File: src/rtl/uart_pkg.sv
// Shared UART receive-side definitions.
//   UART_OVERSAMPLE : sample ticks per bit
//   UART_FRAME_BITS : start + 8 data + stop
//   TICKS_PER_CHAR  : sample ticks per character time
//   rx_ctrl_state_t : capture FSM states of uart_rx_ctrl
package uart_pkg;

    localparam int UART_OVERSAMPLE = 16;
    localparam int UART_FRAME_BITS = 10;
    localparam int TICKS_PER_CHAR  = UART_OVERSAMPLE * UART_FRAME_BITS;

    typedef enum logic [1:0] {
        IDLE   = 2'd0,
        CHECK  = 2'd1,
        COMMIT = 2'd2
    } rx_ctrl_state_t;

endpackage

File: src/rtl/uart_sync_fifo.sv
// Synchronous FIFO, registered write, combinational head read.
//   clk, reset          : clock, synchronous active-high reset (flushes pointers/count)
//   i_wr_en, i_wr_data  : write request; accepted when not full, or when full
//                         and a read pops in the same cycle
//   i_rd_en             : pop head when not empty
//   o_rd_data           : head byte, 0 while empty
//   o_full, o_empty     : occupancy flags
//   o_count             : occupancy, 0..DEPTH
module uart_sync_fifo #(
    parameter int WIDTH = 8,
    parameter int DEPTH = 16
) (
    input  logic                     clk,
    input  logic                     reset,
    input  logic                     i_wr_en,
    input  logic [WIDTH-1:0]         i_wr_data,
    input  logic                     i_rd_en,
    output logic [WIDTH-1:0]         o_rd_data,
    output logic                     o_full,
    output logic                     o_empty,
    output logic [$clog2(DEPTH):0]   o_count
);

    localparam int AW = $clog2(DEPTH);
    localparam logic [AW-1:0] PTR_ONE = 1;
    localparam logic [AW:0]   CNT_ONE = 1;
    localparam logic [AW:0]   CNT_MAX = DEPTH;

    logic [AW-1:0]    wr_ptr_q, wr_ptr_d, rd_ptr_q, rd_ptr_d;
    logic [AW:0]      count_q, count_d;
    logic [WIDTH-1:0] mem_q [DEPTH];
    logic             wr_fire, rd_fire;

    assign o_empty = (count_q == '0);
    assign o_full  = (count_q == CNT_MAX);
    assign rd_fire = i_rd_en && !o_empty;
    // A full FIFO still takes a write when the head leaves in the same cycle.
    assign wr_fire = i_wr_en && (!o_full || rd_fire);

    always_comb begin
        wr_ptr_d = wr_ptr_q;
        rd_ptr_d = rd_ptr_q;
        count_d  = count_q;
        if (wr_fire) wr_ptr_d = wr_ptr_q + PTR_ONE;
        if (rd_fire) rd_ptr_d = rd_ptr_q + PTR_ONE;
        if (wr_fire && !rd_fire)      count_d = count_q + CNT_ONE;
        else if (rd_fire && !wr_fire) count_d = count_q - CNT_ONE;
    end

    always_ff @(posedge clk) begin
        if (reset) begin
            wr_ptr_q <= '0;
            rd_ptr_q <= '0;
            count_q  <= '0;
        end else begin
            wr_ptr_q <= wr_ptr_d;
            rd_ptr_q <= rd_ptr_d;
            count_q  <= count_d;
        end
    end

    // Storage needs no reset: the pointers alone define what is valid.
    always_ff @(posedge clk) begin
        if (wr_fire) mem_q[wr_ptr_q] <= i_wr_data;
    end

    assign o_rd_data = o_empty ? '0 : mem_q[rd_ptr_q];
    assign o_count   = count_q;

endmodule

File: src/rtl/uart_rx_ctrl.sv
// UART receive controller: frame check, byte FIFO, sticky errors, idle gap.
//   clk, reset            : clock, synchronous active-high reset
//   i_clk_rx              : 16x baud sample tick
//   i_rx_done, i_rx_data  : frame-complete pulse with its byte
//   i_rx_stop             : stop-bit sample, valid one clk after i_rx_done
//   i_rd_ready            : consumer pops the FIFO head
//   o_rd_valid, o_rd_data : FIFO head
//   o_count               : FIFO occupancy
//   o_frame_err           : sticky, stop bit sampled low
//   o_overrun             : sticky, a byte was lost
//   o_idle_to             : one-clk pulse after an idle gap following a byte
//   i_clr_err             : clears the sticky flags (a same-cycle set wins)
module uart_rx_ctrl
    import uart_pkg::*;
#(
    parameter int DEPTH      = 16,
    parameter bit DROP_BAD   = 1'b1,
    parameter int IDLE_CHARS = 2
) (
    input  logic                   clk,
    input  logic                   reset,
    input  logic                   i_clk_rx,
    input  logic                   i_rx_done,
    input  logic [7:0]             i_rx_data,
    input  logic                   i_rx_stop,
    input  logic                   i_rd_ready,
    output logic                   o_rd_valid,
    output logic [7:0]             o_rd_data,
    output logic [$clog2(DEPTH):0] o_count,
    output logic                   o_frame_err,
    output logic                   o_overrun,
    output logic                   o_idle_to,
    input  logic                   i_clr_err
);

    localparam int IDLE_TICKS = IDLE_CHARS * TICKS_PER_CHAR;
    localparam int TW = $clog2(IDLE_TICKS + 1);
    localparam logic [TW-1:0] IDLE_MAX = IDLE_TICKS;
    localparam logic [TW-1:0] TICK_ONE = 1;

    rx_ctrl_state_t state_q, state_d;
    logic [7:0]     hold_q, hold_d, pend_q, pend_d;
    logic           pend_vld_q, pend_vld_d;
    logic           frame_err_q, frame_err_d, overrun_q, overrun_d;
    logic [TW-1:0]  idle_cnt_q, idle_cnt_d;
    logic           armed_q, armed_d, idle_to_q, idle_to_d;

    logic wr_en, fe_set, finish, busy, take_pend, take_new, load_pend, pend_drop;
    logic fifo_full, fifo_empty, fifo_drop;

    // ---------------- FSM: state register ----------------
    always_ff @(posedge clk) begin
        if (reset) state_q <= IDLE;
        else       state_q <= state_d;
    end

    // ---------------- FSM: next state ----------------
    always_comb begin
        state_d = state_q;
        case (state_q)
            IDLE:    if (i_rx_done) state_d = CHECK;
            CHECK:   if (finish) state_d = (take_pend || take_new) ? CHECK : IDLE;
                     else        state_d = COMMIT;
            COMMIT:  state_d = (take_pend || take_new) ? CHECK : IDLE;
            default: state_d = IDLE;
        endcase
    end

    // ---------------- FSM: outputs ----------------
    // finish marks the last cycle spent on the held byte (written or dropped).
    always_comb begin
        wr_en  = 1'b0;
        fe_set = 1'b0;
        finish = 1'b0;
        case (state_q)
            CHECK: begin
                fe_set = !i_rx_stop;
                finish = !i_rx_stop && DROP_BAD;
            end
            COMMIT: begin
                wr_en  = 1'b1;
                finish = 1'b1;
            end
            default: ;
        endcase
    end

    // ---------------- holding slots ----------------
    // A pulse landing while busy parks in the pending slot; if the held byte
    // finishes in that same cycle and nothing is parked, the new byte goes
    // straight to the holding register so it is never stranded.
    always_comb begin
        busy      = (state_q != IDLE);
        take_pend = finish && pend_vld_q;
        take_new  = i_rx_done && (!busy || (finish && !pend_vld_q));
        load_pend = i_rx_done && busy && !take_new;
        pend_drop = load_pend && pend_vld_q && !take_pend;

        hold_d     = take_pend ? pend_q : (take_new ? i_rx_data : hold_q);
        pend_d     = pend_q;
        pend_vld_d = pend_vld_q;
        if (take_pend) pend_vld_d = 1'b0;
        if (load_pend && !pend_drop) begin
            pend_d     = i_rx_data;
            pend_vld_d = 1'b1;
        end
    end

    // ---------------- FIFO ----------------
    uart_sync_fifo #(.WIDTH(8), .DEPTH(DEPTH)) u_fifo (
        .clk       (clk),
        .reset     (reset),
        .i_wr_en   (wr_en),
        .i_wr_data (hold_q),
        .i_rd_en   (i_rd_ready),
        .o_rd_data (o_rd_data),
        .o_full    (fifo_full),
        .o_empty   (fifo_empty),
        .o_count   (o_count)
    );

    // Full implies non-empty, so a ready consumer always frees a slot.
    assign fifo_drop  = wr_en && fifo_full && !i_rd_ready;
    assign o_rd_valid = !fifo_empty;

    // ---------------- sticky flags and idle detector ----------------
    always_comb begin
        frame_err_d = fe_set | (frame_err_q & ~i_clr_err);
        overrun_d   = fifo_drop | pend_drop | (overrun_q & ~i_clr_err);

        idle_cnt_d = idle_cnt_q;
        armed_d    = armed_q;
        idle_to_d  = 1'b0;
        if (i_rx_done) begin
            idle_cnt_d = '0;
            armed_d    = 1'b1;
        end else if (i_clk_rx && idle_cnt_q != IDLE_MAX) begin
            idle_cnt_d = idle_cnt_q + TICK_ONE;
            if (armed_q && idle_cnt_d == IDLE_MAX) begin
                idle_to_d = 1'b1;
                armed_d   = 1'b0;
            end
        end
    end

    always_ff @(posedge clk) begin
        if (reset) begin
            hold_q      <= '0;
            pend_q      <= '0;
            pend_vld_q  <= 1'b0;
            frame_err_q <= 1'b0;
            overrun_q   <= 1'b0;
            idle_cnt_q  <= '0;
            armed_q     <= 1'b0;
            idle_to_q   <= 1'b0;
        end else begin
            hold_q      <= hold_d;
            pend_q      <= pend_d;
            pend_vld_q  <= pend_vld_d;
            frame_err_q <= frame_err_d;
            overrun_q   <= overrun_d;
            idle_cnt_q  <= idle_cnt_d;
            armed_q     <= armed_d;
            idle_to_q   <= idle_to_d;
        end
    end

    assign o_frame_err = frame_err_q;
    assign o_overrun   = overrun_q;
    assign o_idle_to   = idle_to_q;

endmodule

File: config.mk
export PLATFORM = sky130hd
export DESIGN_NAME = uart_rx_ctrl
export DESIGN_NICKNAME = d
export VERILOG_FILES = /design/src/rtl/uart_pkg.sv /design/src/rtl/uart_sync_fifo.sv /design/src/rtl/uart_rx_ctrl.sv
export SDC_FILE = /design/constraint.sdc
export NUM_CORES = 1
export LEC_CHECK = 0
export CORE_MARGIN = 1.5
export CORE_UTILIZATION = 35
export CTS_CLUSTER_DIAMETER = 50
export CTS_CLUSTER_SIZE = 24
export DETAILED_ROUTE_END_ITERATION = 16
export SYNTH_ARGS = -nofsm -noshare
export SYNTH_HDL_FRONTEND = slang
export SYNTH_SLANG_ARGS = --single-unit
File: constraint.sdc
create_clock -name clk -period 5.8 [get_ports clk]
set_input_delay 1.74 -clock clk [delete_from_list [all_inputs] [get_ports clk]]
set_output_delay 1.74 -clock clk [all_outputs]
set_load 0.01 [all_outputs]
## After elaboration in Yosys (flattened, before gate mapping)

Memory sizes are Yosys's and may differ from the RTL's. A register that Yosys moved wholly into a read port is not among the register bits.
Index checks and enable logic that the tools add are counted.

- Register bits after elaboration: 45
- Memory bits (writable): 128
- Input bits: 15
- Output and inout port bits: 17
- Logic and storage cells: 94
- Memories: 1

- Add/subtract/negate cells: 5
- Equal/unequal tests: 6
- Muxes and demuxes: 22
- Bitwise gates (word level): 7
- Reduce and logical (&&, ||, !) cells: 41

Memory list:

| name | depth | width | rd ports | clocked after memory_dff | write ports | line | RTL |
|---|---|---|---|---|---|---|---|
| u_fifo.mem_q | 16 | 8 | 1 | 1 | 1 | uart_sync_fifo.sv:31 | `logic [WIDTH-1:0] mem_q [DEPTH];` |

Operator list:

| cell | count |
|---|---|
| two-way mux 8 bit | 3 |
| logical AND 1 bit | 16 |
| nonzero test 2 bit | 6 |
| logical NOT 1 bit | 11 |
| two-way mux 1 bit | 11 |
| two-way mux 5 bit | 2 |
| adder 9 x 1 -> 9 bit (second input constant) | 1 |
| == test 9 bit (second input constant) | 1 |
| inequality test 9 bit (second input constant) | 1 |
| adder 4 x 1 -> 4 bit (second input constant) | 2 |
| two-way mux 4 bit | 2 |
| one-hot mux 2 bit (3 select lines) | 1 |
| adder 5 x 1 -> 5 bit (second input constant) | 1 |
| == test 5 bit (second input constant) | 1 |
| logical NOT 5 bit | 1 |
| subtractor 5 x 1 -> 5 bit (second input constant) | 1 |
| two-way mux 2 bit | 2 |
| logical OR 1 bit | 3 |
| bitwise OR 1 bit | 3 |
| OR reduction 3 bit | 1 |
| AND 1 bit | 2 |
| == test 2 x 1 -> 1 bit (second input constant) | 1 |
| == test 2 bit (second input constant) | 1 |
| logical NOT 2 bit | 1 |
| 5 further kinds | 6 |

## Longest topological paths before layout

Gate-level depths: netlist (run 1).

- Depth after elaboration: 12
- Mapped depth: 12
- Depth with buffers taken out: 12

## Hierarchy

Synthesis (run 1) repeated with hierarchy kept, for this count alone.

- Cell total of the unflattened synthesis: 519
- Area, all modules: 7633.6 um^2

By module, submodules not included:

| module | instances | cells each | area an instance (um^2) | seq. area each (um^2) |
|---|---|---|---|---|
| uart_sync_fifo | 1 | 322 | 5941.9 | 4184.0 |
| uart_rx_ctrl | 1 | 197 | 1691.6 | 640.6 |

## Least setup slack after synthesis (run 1)

Ideal clock, no wire load.

- Path type: in2reg
- Start: input port i_rd_ready
- End: register u_fifo.count_q[4], in the netlist u_fifo.o_count[4]
- Library setup time: 121 ps
- Data arrival time: 3995 ps
- Required time: 5679 ps
- Slack: 1685 ps
- Stages: 10
- Path buffers: 0
- Path through: inv_1 > a31oi_1 > ha_1 > inv_1 > ha_1 > nor2b_1 > o21a_1 > or3_1 > a21oi_1 > mux2_2

- Longest elaborated chain between the ends: 6
- Elaborated cells between the ends (all ways): 9
- Classes of those cells: 1 x mux; 8 x reduce/logical

Ends and longest elaborated chain:

| element | line | RTL |
|---|---|---|
| from (decl) | uart_rx_ctrl.sv:26 | `input logic i_rd_ready,` |
| logical AND 1 bit * | uart_sync_fifo.sv:36 | `assign rd_fire = i_rd_en && !o_empty;` |
| logical OR 1 bit * | uart_sync_fifo.sv:38 | `assign wr_fire = i_wr_en && (!o_full \|\| rd_fire);` |
| logical AND 1 bit * | uart_sync_fifo.sv:38 |  |
| net u_fifo.wr_fire | uart_sync_fifo.sv:32 | `logic wr_fire, rd_fire;` |
| logical NOT 1 bit | uart_sync_fifo.sv:47 | `else if (rd_fire && !wr_fire) count_d = count_q - CNT_ONE;` |
| logical AND 1 bit | uart_sync_fifo.sv:47 |  |
| nonzero test 2 bit (no line) | -- |  |
| to (signal assigned) | uart_sync_fifo.sv:58 | `count_q <= count_d;` |
| to (decl) | uart_sync_fifo.sv:30 | `logic [AW:0] count_q, count_d;` |

The timed path passes the listed nets; every way through them passes the cells marked *.
A chain may end at the register's enable or synchronous reset.

==> impl_metrics.env, run 1 <==
export IMPL_outcome="completed"
export IMPL_setup_viol=0
export IMPL_layout_cells_non_filler=821
export IMPL_routed_wirelength_um=13800
export IMPL_synth_edf_count=128
export IMPL_die_x_um=149
export IMPL_die_h_um=149
export IMPL_cts_buffer_depth=2
export IMPL_fin_util=0.411
export IMPL_yosysWarnings=0
export IMPL_dr_wl_met3_um=600
export IMPL_clkLatencyLatePin_ns=0.43
export IMPL_vdd_drop_max_v=0.000214
export IMPL_wl_met2_um=6730
export IMPL_layout_min_cycle_time_ns=4.82
export IMPL_syn_nets=534
export IMPL_yosysSeqAreaShare=0.651
export IMPL_wl_met1_um=6340
export IMPL_worstPathRequired_ns=4.06
export IMPL_fin_crit_sh=0.831
export IMPL_critPathLaunchType="flip-flop"
export IMPL_overflow=0
export IMPL_crit_arrival_ns=3.08
export IMPL_ant_nets=0
export IMPL_syn_area_per_cell_um2=14.8
export IMPL_synth_top_flop_cell="edfxtp_1"
export IMPL_finalHoldViolations=0
export IMPL_cts_buffers=17
export IMPL_yosysMostFrequentCell="edfxtp_1"
export IMPL_drv_cap=0
export IMPL_dp_final_hpwl_um=9450
export IMPL_synth_seq_cells=177
export IMPL_finClkSkew_ns=0.00760
export IMPL_worstPathMaxFanout=13
export IMPL_pin_count=32
export IMPL_syn_instance_count=500
export IMPL_power_leakage_nw=2.77
export IMPL_track_usage=0.133
export IMPL_drive_gt1_frac=0.168
export IMPL_post_cts_setup_buffers=0
export IMPL_synthDistinctLibCells=42
export IMPL_routed_top_layer="met4"
export IMPL_fmax_mhz=207
export IMPL_end_kind="primary output"
export IMPL_yosysTopAreaCell="edfxtp_1"
export IMPL_dp_cells=789
export IMPL_hold_class="reg2reg"
export IMPL_tns_ns=0
export IMPL_start_util=0.355
export IMPL_cts_resized=0
export IMPL_slew_violations=0
export IMPL_htree_levels=4
export IMPL_place_congestion=0.795
export IMPL_grt_max_degree=39
export IMPL_num_antenna_cells=0
export IMPL_powerDensity_nw_per_um2=374
export IMPL_tightest_slew_ns=0.971
export IMPL_area_growth_pct=15.9
export IMPL_async_reset_ff_frac=0
export IMPL_nNetsFinal=567
export IMPL_holdBufCountCts=0
export IMPL_port_buffers=31
export IMPL_drc=0
export IMPL_synth_top_cells_by_count="edfxtp_1, dfxtp_1, nor2_1"
export IMPL_netlist_area_leader_share=0.518
export IMPL_cts_sinks=177
export IMPL_drt_initial_drc_count=307
export IMPL_vias=4065
export IMPL_antenna_found_initial=0
export IMPL_vias_per_cell=4.95
export IMPL_core_area_um2=20900
export IMPL_grt_pass1_wl_um=22200
export IMPL_syn_area_um2=7410
export IMPL_criticalPathCategory="reg2out"
export IMPL_rows=53
export IMPL_die_area_um2=22100
export IMPL_cts_tree="done"
export IMPL_rsz0062_at_grt="no"
export IMPL_relSlewSlack=0.350
export IMPL_wire_per_inst_um=16.8
export IMPL_fillers=1898
export IMPL_clk_pin_slew_ns=0.07
export IMPL_grt_pass1_vias=4095
export IMPL_power_total_mw=3.21
export IMPL_firstDrtPassIters=4
export IMPL_synth_area_top_cells="edfxtp_1, dfxtp_1, mux4_2, ha_1, nor2_1"
export IMPL_cts_root_buf="clkbuf_16"
[per-stage QoR]
stage	worst slack (ns)	hold WS (ns)	cell area, um^2
2_1_floorplan	1.68	0.454	7410
3_3_place_gp	1.34	0.467	8020
3_5_place_dp	1.24	0.471	8020
4_1_cts	0.899	0.481	8590
5_1_grt	0.814	0.504	8590
6_report	0.979	0.483	8590
[worst max-delay path, cell delays in order (launching register included)]
cell	delay [ns]
dfxtp_2	0.59
buf_4	0.36
mux4_2	0.56
mux4_2	0.48
and2_1	0.18
clkdlybuf4s50_1	0.47
[flip-flops by register name (all words and copies together) (netlist names), named ones only]
signal and flops:
u_fifo.mem_q 128, idle_cnt_q 9, hold_q 8, pend_q 8
u_fifo.o_count 5, u_fifo.rd_ptr_q 4, u_fifo.wr_ptr_q 4, state_q 2
armed_q 1, o_frame_err 1, o_idle_to 1, o_overrun 1
pend_vld_q 1
[cell usage in the layout, fill, tap and decap left out, drive strengths merged, types with 14 or more instances in the layout]
cell | synthesis | final
clkdlybuf4s50 | 0 | 31
nand3 | 15 | 15
ha | 18 | 18
mux4 | 40 | 40
inv | 15 | 22
nor3 | 14 | 14
a21oi | 20 | 20
xor2 | 14 | 14
dfxtp | 49 | 49
o21ai | 14 | 14
nand2 | 34 | 34
clkbuf | 12 | 17
edfxtp | 128 | 128
nor2 | 49 | 49
[final timing paths]
path / slack (ns) / from / endpoint / depth (start not counted)
setup reg to reg: 2.24 / u_fifo.o_count[0] / u_fifo.o_count[4] / 11
setup / recovery: 0.98 / flip-flop / o_rd_data[7] / 5
hold reg to reg: 0.48 / pend_q[5] / pend_q[5] / 2
hold / removal: 0.48 / pend_q[5] / pend_q[5] / 2
[kinds of logic (layout without fill, tap and decap cells)]
| logic type | after synthesis | after routing | synth area share |
|---|---|---|---|
| fa+ha+maj | 19 | 19 | 0.0331 |
| simple gates | 146 | 146 | 0.0958 |
| mux | 44 | 44 | 0.127 |
| xor+xnor | 21 | 21 | 0.0248 |
| flops | 177 | 177 | 0.651 |
| buf+inv | 41 | 87 | 0.0235 |
| compound gates | 52 | 52 | 0.0451 |
[report_power, final]
part	internal [mW]	switching (mW)	leakage (nW)	total, mW
Combinational	0.345	0.301	0.928	0.645
Clock	0.569	0.517	0.272	1.09
Sequential	1.41	0.0731	1.57	1.48
[area by class of cell]
type	count	area (um^2)	share of cell area
Sequential cell	177	4830	0.562
Multi-Input combinational cell	282	2420	0.281
Clock buffer	17	425	0.0495
Timing Repair Buffer	40	378	0.0440
Tap cell	275	344	0.0400
Clock inverter	15	148	0.0172
Inverter	15	56.3	0.00655
[metal layers]
metal  track usage  vias to the layer above
met5             0                        -
met4        0.0401                        0
met3        0.0334                       11
met2         0.214                       74
met1         0.179                     2028
li1              -                     1952
No activity file was read; power rests on OpenSTA's default activity.
==> run 2, diff against run 1 <==
==> constraint.sdc (replaced) <==
create_clock -name clk -period 4.3 [get_ports clk]
set_input_delay 1.29 -clock clk [delete_from_list [all_inputs] [get_ports clk]]
set_output_delay 1.29 -clock clk [all_outputs]
set_load 0.01 [all_outputs]
==> run 2 against run 1 <==
Against the previous run: non-clock buffer count grew 4; setup slack lost 0.73 ns; sequential cell count unchanged; wire length decreased by 1.2%; clock-buffer cell count up 1; clock power grew 39%; critical endpoint is now o_rd_data[6]; largest cell class unchanged.
==> impl_metrics.env, run 2 (same netlist as run 1, synthesis figures left out) <==
export IMPL_outcome="completed"
export IMPL_routed_wirelength_um=13600
export IMPL_core_area_um2=20900
export IMPL_area_growth_pct=16.6
export IMPL_timing_hold_ws_ns=0.488
export IMPL_worstPathMaxFanout=32
export IMPL_start_util=0.355
export IMPL_post_cts_setup_buffers=0
export IMPL_cts_buffers=17
export IMPL_fin_crit_sh=0.942
export IMPL_finalHoldViolations=0
export IMPL_largest_reg_flops=128
export IMPL_cts_buffer_depth=2
export IMPL_cts_tree="done"
export IMPL_layout_min_cycle_time_ns=4.05
export IMPL_setup_slack_ns=0.251
export IMPL_pin_count=32
export IMPL_antenna_found_initial=0
export IMPL_place_congestion=0.811
export IMPL_largest_register="u_fifo.mem_q"
export IMPL_vdd_drop_max_v=0.000287
export IMPL_drt_initial_drc_count=276
export IMPL_reg_top3="u_fifo.mem_q (128), idle_cnt_q (9)"
export IMPL_die_area_um2=22100
export IMPL_power_leakage_nw=2.80
export IMPL_criticalPathCategory="reg2out"
export IMPL_grt_pass1_vias=4096
export IMPL_nNetsFinal=571
export IMPL_cts_root_buf="clkbuf_16"
export IMPL_port_buffers=31
export IMPL_drv_cap=0
export IMPL_die_h_um=149
export IMPL_dp_slack_ns=0.294
export IMPL_vias_per_cell=4.98
export IMPL_power_total_mw=4.39
export IMPL_r2r_start="u_fifo.o_count[0]"
export IMPL_relSlewSlack=0.478
export IMPL_hold_depth=2
export IMPL_final_common_cell="edfxtp_1"
export IMPL_drc=0
export IMPL_tightest_slew_ns=0.780
export IMPL_cts_sinks=177
export IMPL_clk_pin_slew_ns=0.07
export IMPL_grt_pass1_wl_um=22200
export IMPL_slew_violations=0
export IMPL_finClkSkew_ns=0.0103
export IMPL_wire_per_inst_um=16.5
export IMPL_overflow=0
export IMPL_track_usage=0.133
export IMPL_clkLatencyLatePin_ns=0.42
export IMPL_vias=4110
export IMPL_hold_class="reg2reg"
export IMPL_powerDensity_nw_per_um2=508
export IMPL_tns_ns=0
export IMPL_fmax_mhz=247
export IMPL_setup_viol=0
export IMPL_final_cell_mix="edfxtp_1, nor2_1, dfxtp_1, mux4_2, nand2_1"
export IMPL_rows=53
export IMPL_drive_gt1_frac=0.171
export IMPL_rsz0062_at_grt="no"
export IMPL_reg2reg_depth=11
export IMPL_die_x_um=149
export IMPL_end_kind="primary output"
export IMPL_firstDrtPassIters=4
export IMPL_ant_nets=0
export IMPL_cts_resized=0
export IMPL_num_antenna_cells=0
export IMPL_holdBufCountCts=0
export IMPL_crit_arrival_ns=2.76
export IMPL_grt_max_degree=39
export IMPL_htree_levels=4
export IMPL_worstPathRequired_ns=3.01
export IMPL_min_from="pend_q[7]"
export IMPL_critPathLaunchType="flip-flop"
export IMPL_dp_final_hpwl_um=9240
## run 2: final cells by class
type                            instances  area, um^2
Fill cell                            1908       12200
Timing Repair Buffer                   44         420
Sequential cell                       177        4830
Clock inverter                         14         153
Tap cell                              275         344
Clock buffer                           18         429
Multi-Input combinational cell        282        2420
Inverter                               15        56.3
## run 2: layer usage
layer | routed length, um | part of all wire | vias up | GRT usage
li1 | - | - | 1967 | -
met1 | 6460 | 0.47 | 2053 | 0.183
met2 | 6520 | 0.48 | 82 | 0.207
met3 | 554 | 0.041 | 8 | 0.0322
met4 | 111 | 0.0081 | 0 | 0.0431
met5 | 0 | 0 | - | 0
## run 2: path summary, 6_finish.rpt
path	slack (ns)	to
min reg2reg	0.49	pend_q[7]
max	0.25	o_rd_data[6]
max reg2reg	0.82	u_fifo.o_count[4]
min	0.49	pend_q[7]
## run 2: metrics by stage
stage,utilization,instance area [um^2],cells
CTS,0.414,8640,825
detailed placement,0.386,8060,793
global placement,0.386,8060,793
global route,0.414,8640,825
floorplan,-,7410,500
finish,0.414,8640,825
## run 2: power breakdown
part           leakage [nW]  internal (mW)  switching, mW  total (mW)
clock network         0.277          0.864          0.653        1.52
logic                 0.954          0.469          0.420       0.889
registers              1.57           1.90         0.0817        1.98
total                  2.80           3.24           1.15        4.39
## run 2: critical path, cell delays in order (launching register included)
cell and delay [ns]:
dfxtp_2 0.34, buf_12 0.27, mux4_2 0.58, mux4_2 0.49
and2_1 0.18, clkdlybuf4s50_1 0.47
==> run 3, diff against run 2 <==
--- a/config.mk
+++ b/config.mk
@@ -6,7 +6,7 @@
 export NUM_CORES = 1
 export LEC_CHECK = 0
 export CORE_MARGIN = 1.5
-export CORE_UTILIZATION = 35
+export CORE_UTILIZATION = 30
 export CTS_CLUSTER_DIAMETER = 50
 export CTS_CLUSTER_SIZE = 24
 export DETAILED_ROUTE_END_ITERATION = 16
==> run 3 against run 2 <==
Against the previous run: sequential share of layout area shrank 0.31 points; cell count up 5.6%; clock power about the same; hold slack gained 0.0015 ns; die area increased by 16%; setup slack got worse by 0.015 ns; global-route usage fell by 1.7 points; largest power group unchanged; highest routed layer unchanged.
==> impl_metrics.env, run 3 (same netlist as run 1, synthesis figures left out) <==
export IMPL_outcome="completed"
export IMPL_core_area_um2=24300
export IMPL_finalHoldViolations=0
export IMPL_reg_top3="u_fifo.mem_q (128), idle_cnt_q (9)"
export IMPL_track_usage=0.116
export IMPL_clk_pin_slew_ns=0.07
export IMPL_tns_ns=0
export IMPL_grt_busiest_layer="met2"
export IMPL_place_congestion=0.778
export IMPL_cts_tree="done"
export IMPL_drc=0
export IMPL_end_kind="primary output"
export IMPL_final_cell_mix="edfxtp_1, nor2_1, dfxtp_1, mux4_2, nand2_1"
export IMPL_largest_reg_flops=128
export IMPL_fillers=2299
export IMPL_use_met3=0.0312
export IMPL_largest_register="u_fifo.mem_q"
export IMPL_htree_levels=4
export IMPL_criticalPathCategory="reg2out"
export IMPL_drive_gt1_frac=0.170
export IMPL_relSlewSlack=0.448
export IMPL_powerDensity_nw_per_um2=503
export IMPL_finClkSkew_ns=0.00858
export IMPL_routed_wirelength_um=14100
export IMPL_worstPathRequired_ns=3.01
export IMPL_cts_resized=0
export IMPL_cts_root_buf="clkbuf_16"
export IMPL_rows=57
export IMPL_grt_util_met1=0.153
export IMPL_wire_per_inst_um=16.1
export IMPL_grt_pass1_wl_um=22700
export IMPL_layout_min_cycle_time_ns=4.06
export IMPL_hold_class="reg2reg"
export IMPL_grt_use_met2=0.187
export IMPL_timing_hold_ws_ns=0.490
export IMPL_nNetsFinal=568
export IMPL_post_cts_setup_buffers=0
export IMPL_grt_pass1_vias=4220
export IMPL_num_antenna_cells=0
export IMPL_overflow=0
export IMPL_die_x_um=160
export IMPL_fmax_mhz=246
export IMPL_setup_viol=0
export IMPL_rsz0062_at_grt="no"
export IMPL_cts_sinks=177
export IMPL_crit_arrival_ns=2.77
export IMPL_grt_max_degree=38
export IMPL_fin_crit_sh=0.945
export IMPL_power_leakage_nw=2.79
export IMPL_cts_buffer_depth=2
export IMPL_pin_count=32
export IMPL_start_util=0.305
export IMPL_clkLatencyLatePin_ns=0.42
export IMPL_slew_violations=0
export IMPL_firstDrtPassIters=4
export IMPL_area_growth_pct=17.2
export IMPL_holdBufCountCts=0
export IMPL_die_h_um=160
export IMPL_vias=4087
export IMPL_tightest_slew_ns=0.825
export IMPL_cts_buffers=17
export IMPL_worstPathMaxFanout=32
export IMPL_die_area_um2=25700
export IMPL_antenna_found_initial=0
export IMPL_drt_initial_drc_count=365
export IMPL_port_buffers=31
export IMPL_critPathLaunchType="flip-flop"
export IMPL_dp_final_hpwl_um=9580
export IMPL_vias_per_cell=4.69
export IMPL_drv_cap=0
export IMPL_vdd_drop_max_v=0.000233
export IMPL_ant_nets=0
export IMPL_final_common_cell="edfxtp_1"
## run 3: changes by cell type in the layout (fill, tap and decap cells not counted), sizes merged
cell and delta:
buf -3, bufinv -2, clkbuf -1, clkinv +1
inv +2
## run 3: final cells by class
class	instances	area [um^2]	share of cell area
inverter	15	56.3	0.00648
timing repair buffer	41	398	0.0458
clock buffer	17	425	0.0489
clock inverter	15	165	0.0190
multi-input combinational	282	2420	0.278
tap	324	405	0.0466
sequential	177	4830	0.555
## run 3: metrics by stage
stage / worst slack [ns] / area, um^2 / utilization / total power, mW / std cells
finish: 0.237 / 8690 / 0.357 / 4.38 / 871
global route: 0.126 / 8690 / 0.357 / 4.58 / 871
detailed placement: 0.282 / 8100 / 0.333 / 2.93 / 839
global placement: 0.368 / 8100 / 0.333 / 2.90 / 839
CTS: 0.202 / 8690 / 0.357 / 4.43 / 871
floorplan: 0.635 / 7410 / - / 2.59 / 500
## run 3: worst paths after layout
path | from | endpoint | slack, ns | cells past startpoint
max | flip-flop | o_rd_data[6] | 0.24 | 5
min | pend_q[0] | pend_q[0] | 0.49 | 2
max reg2reg | u_fifo.o_count[0] | u_fifo.o_count[4] | 0.75 | 11
min reg2reg | pend_q[0] | pend_q[0] | 0.49 | 2
## run 3: metal layers
layer | vias up | wire length [um]
met5 | - | 0
met4 | 0 | 109
met3 | 8 | 382
met2 | 68 | 6880
met1 | 2055 | 6690
li1 | 1956 | -
## run 3: worst max-delay path, cell delays in order, from the launching register on
cell	delay, ns
dfxtp_2	0.34
buf_12	0.26
mux4_2	0.58
mux4_2	0.49
and2_1	0.18
clkdlybuf4s50_1	0.48
## run 3: power by group
part	switching [mW]	total (mW)	internal, mW
registers	0.0823	1.98	1.90
logic	0.419	0.887	0.468
clock network	0.724	1.50	0.781
total	1.22	4.38	3.15
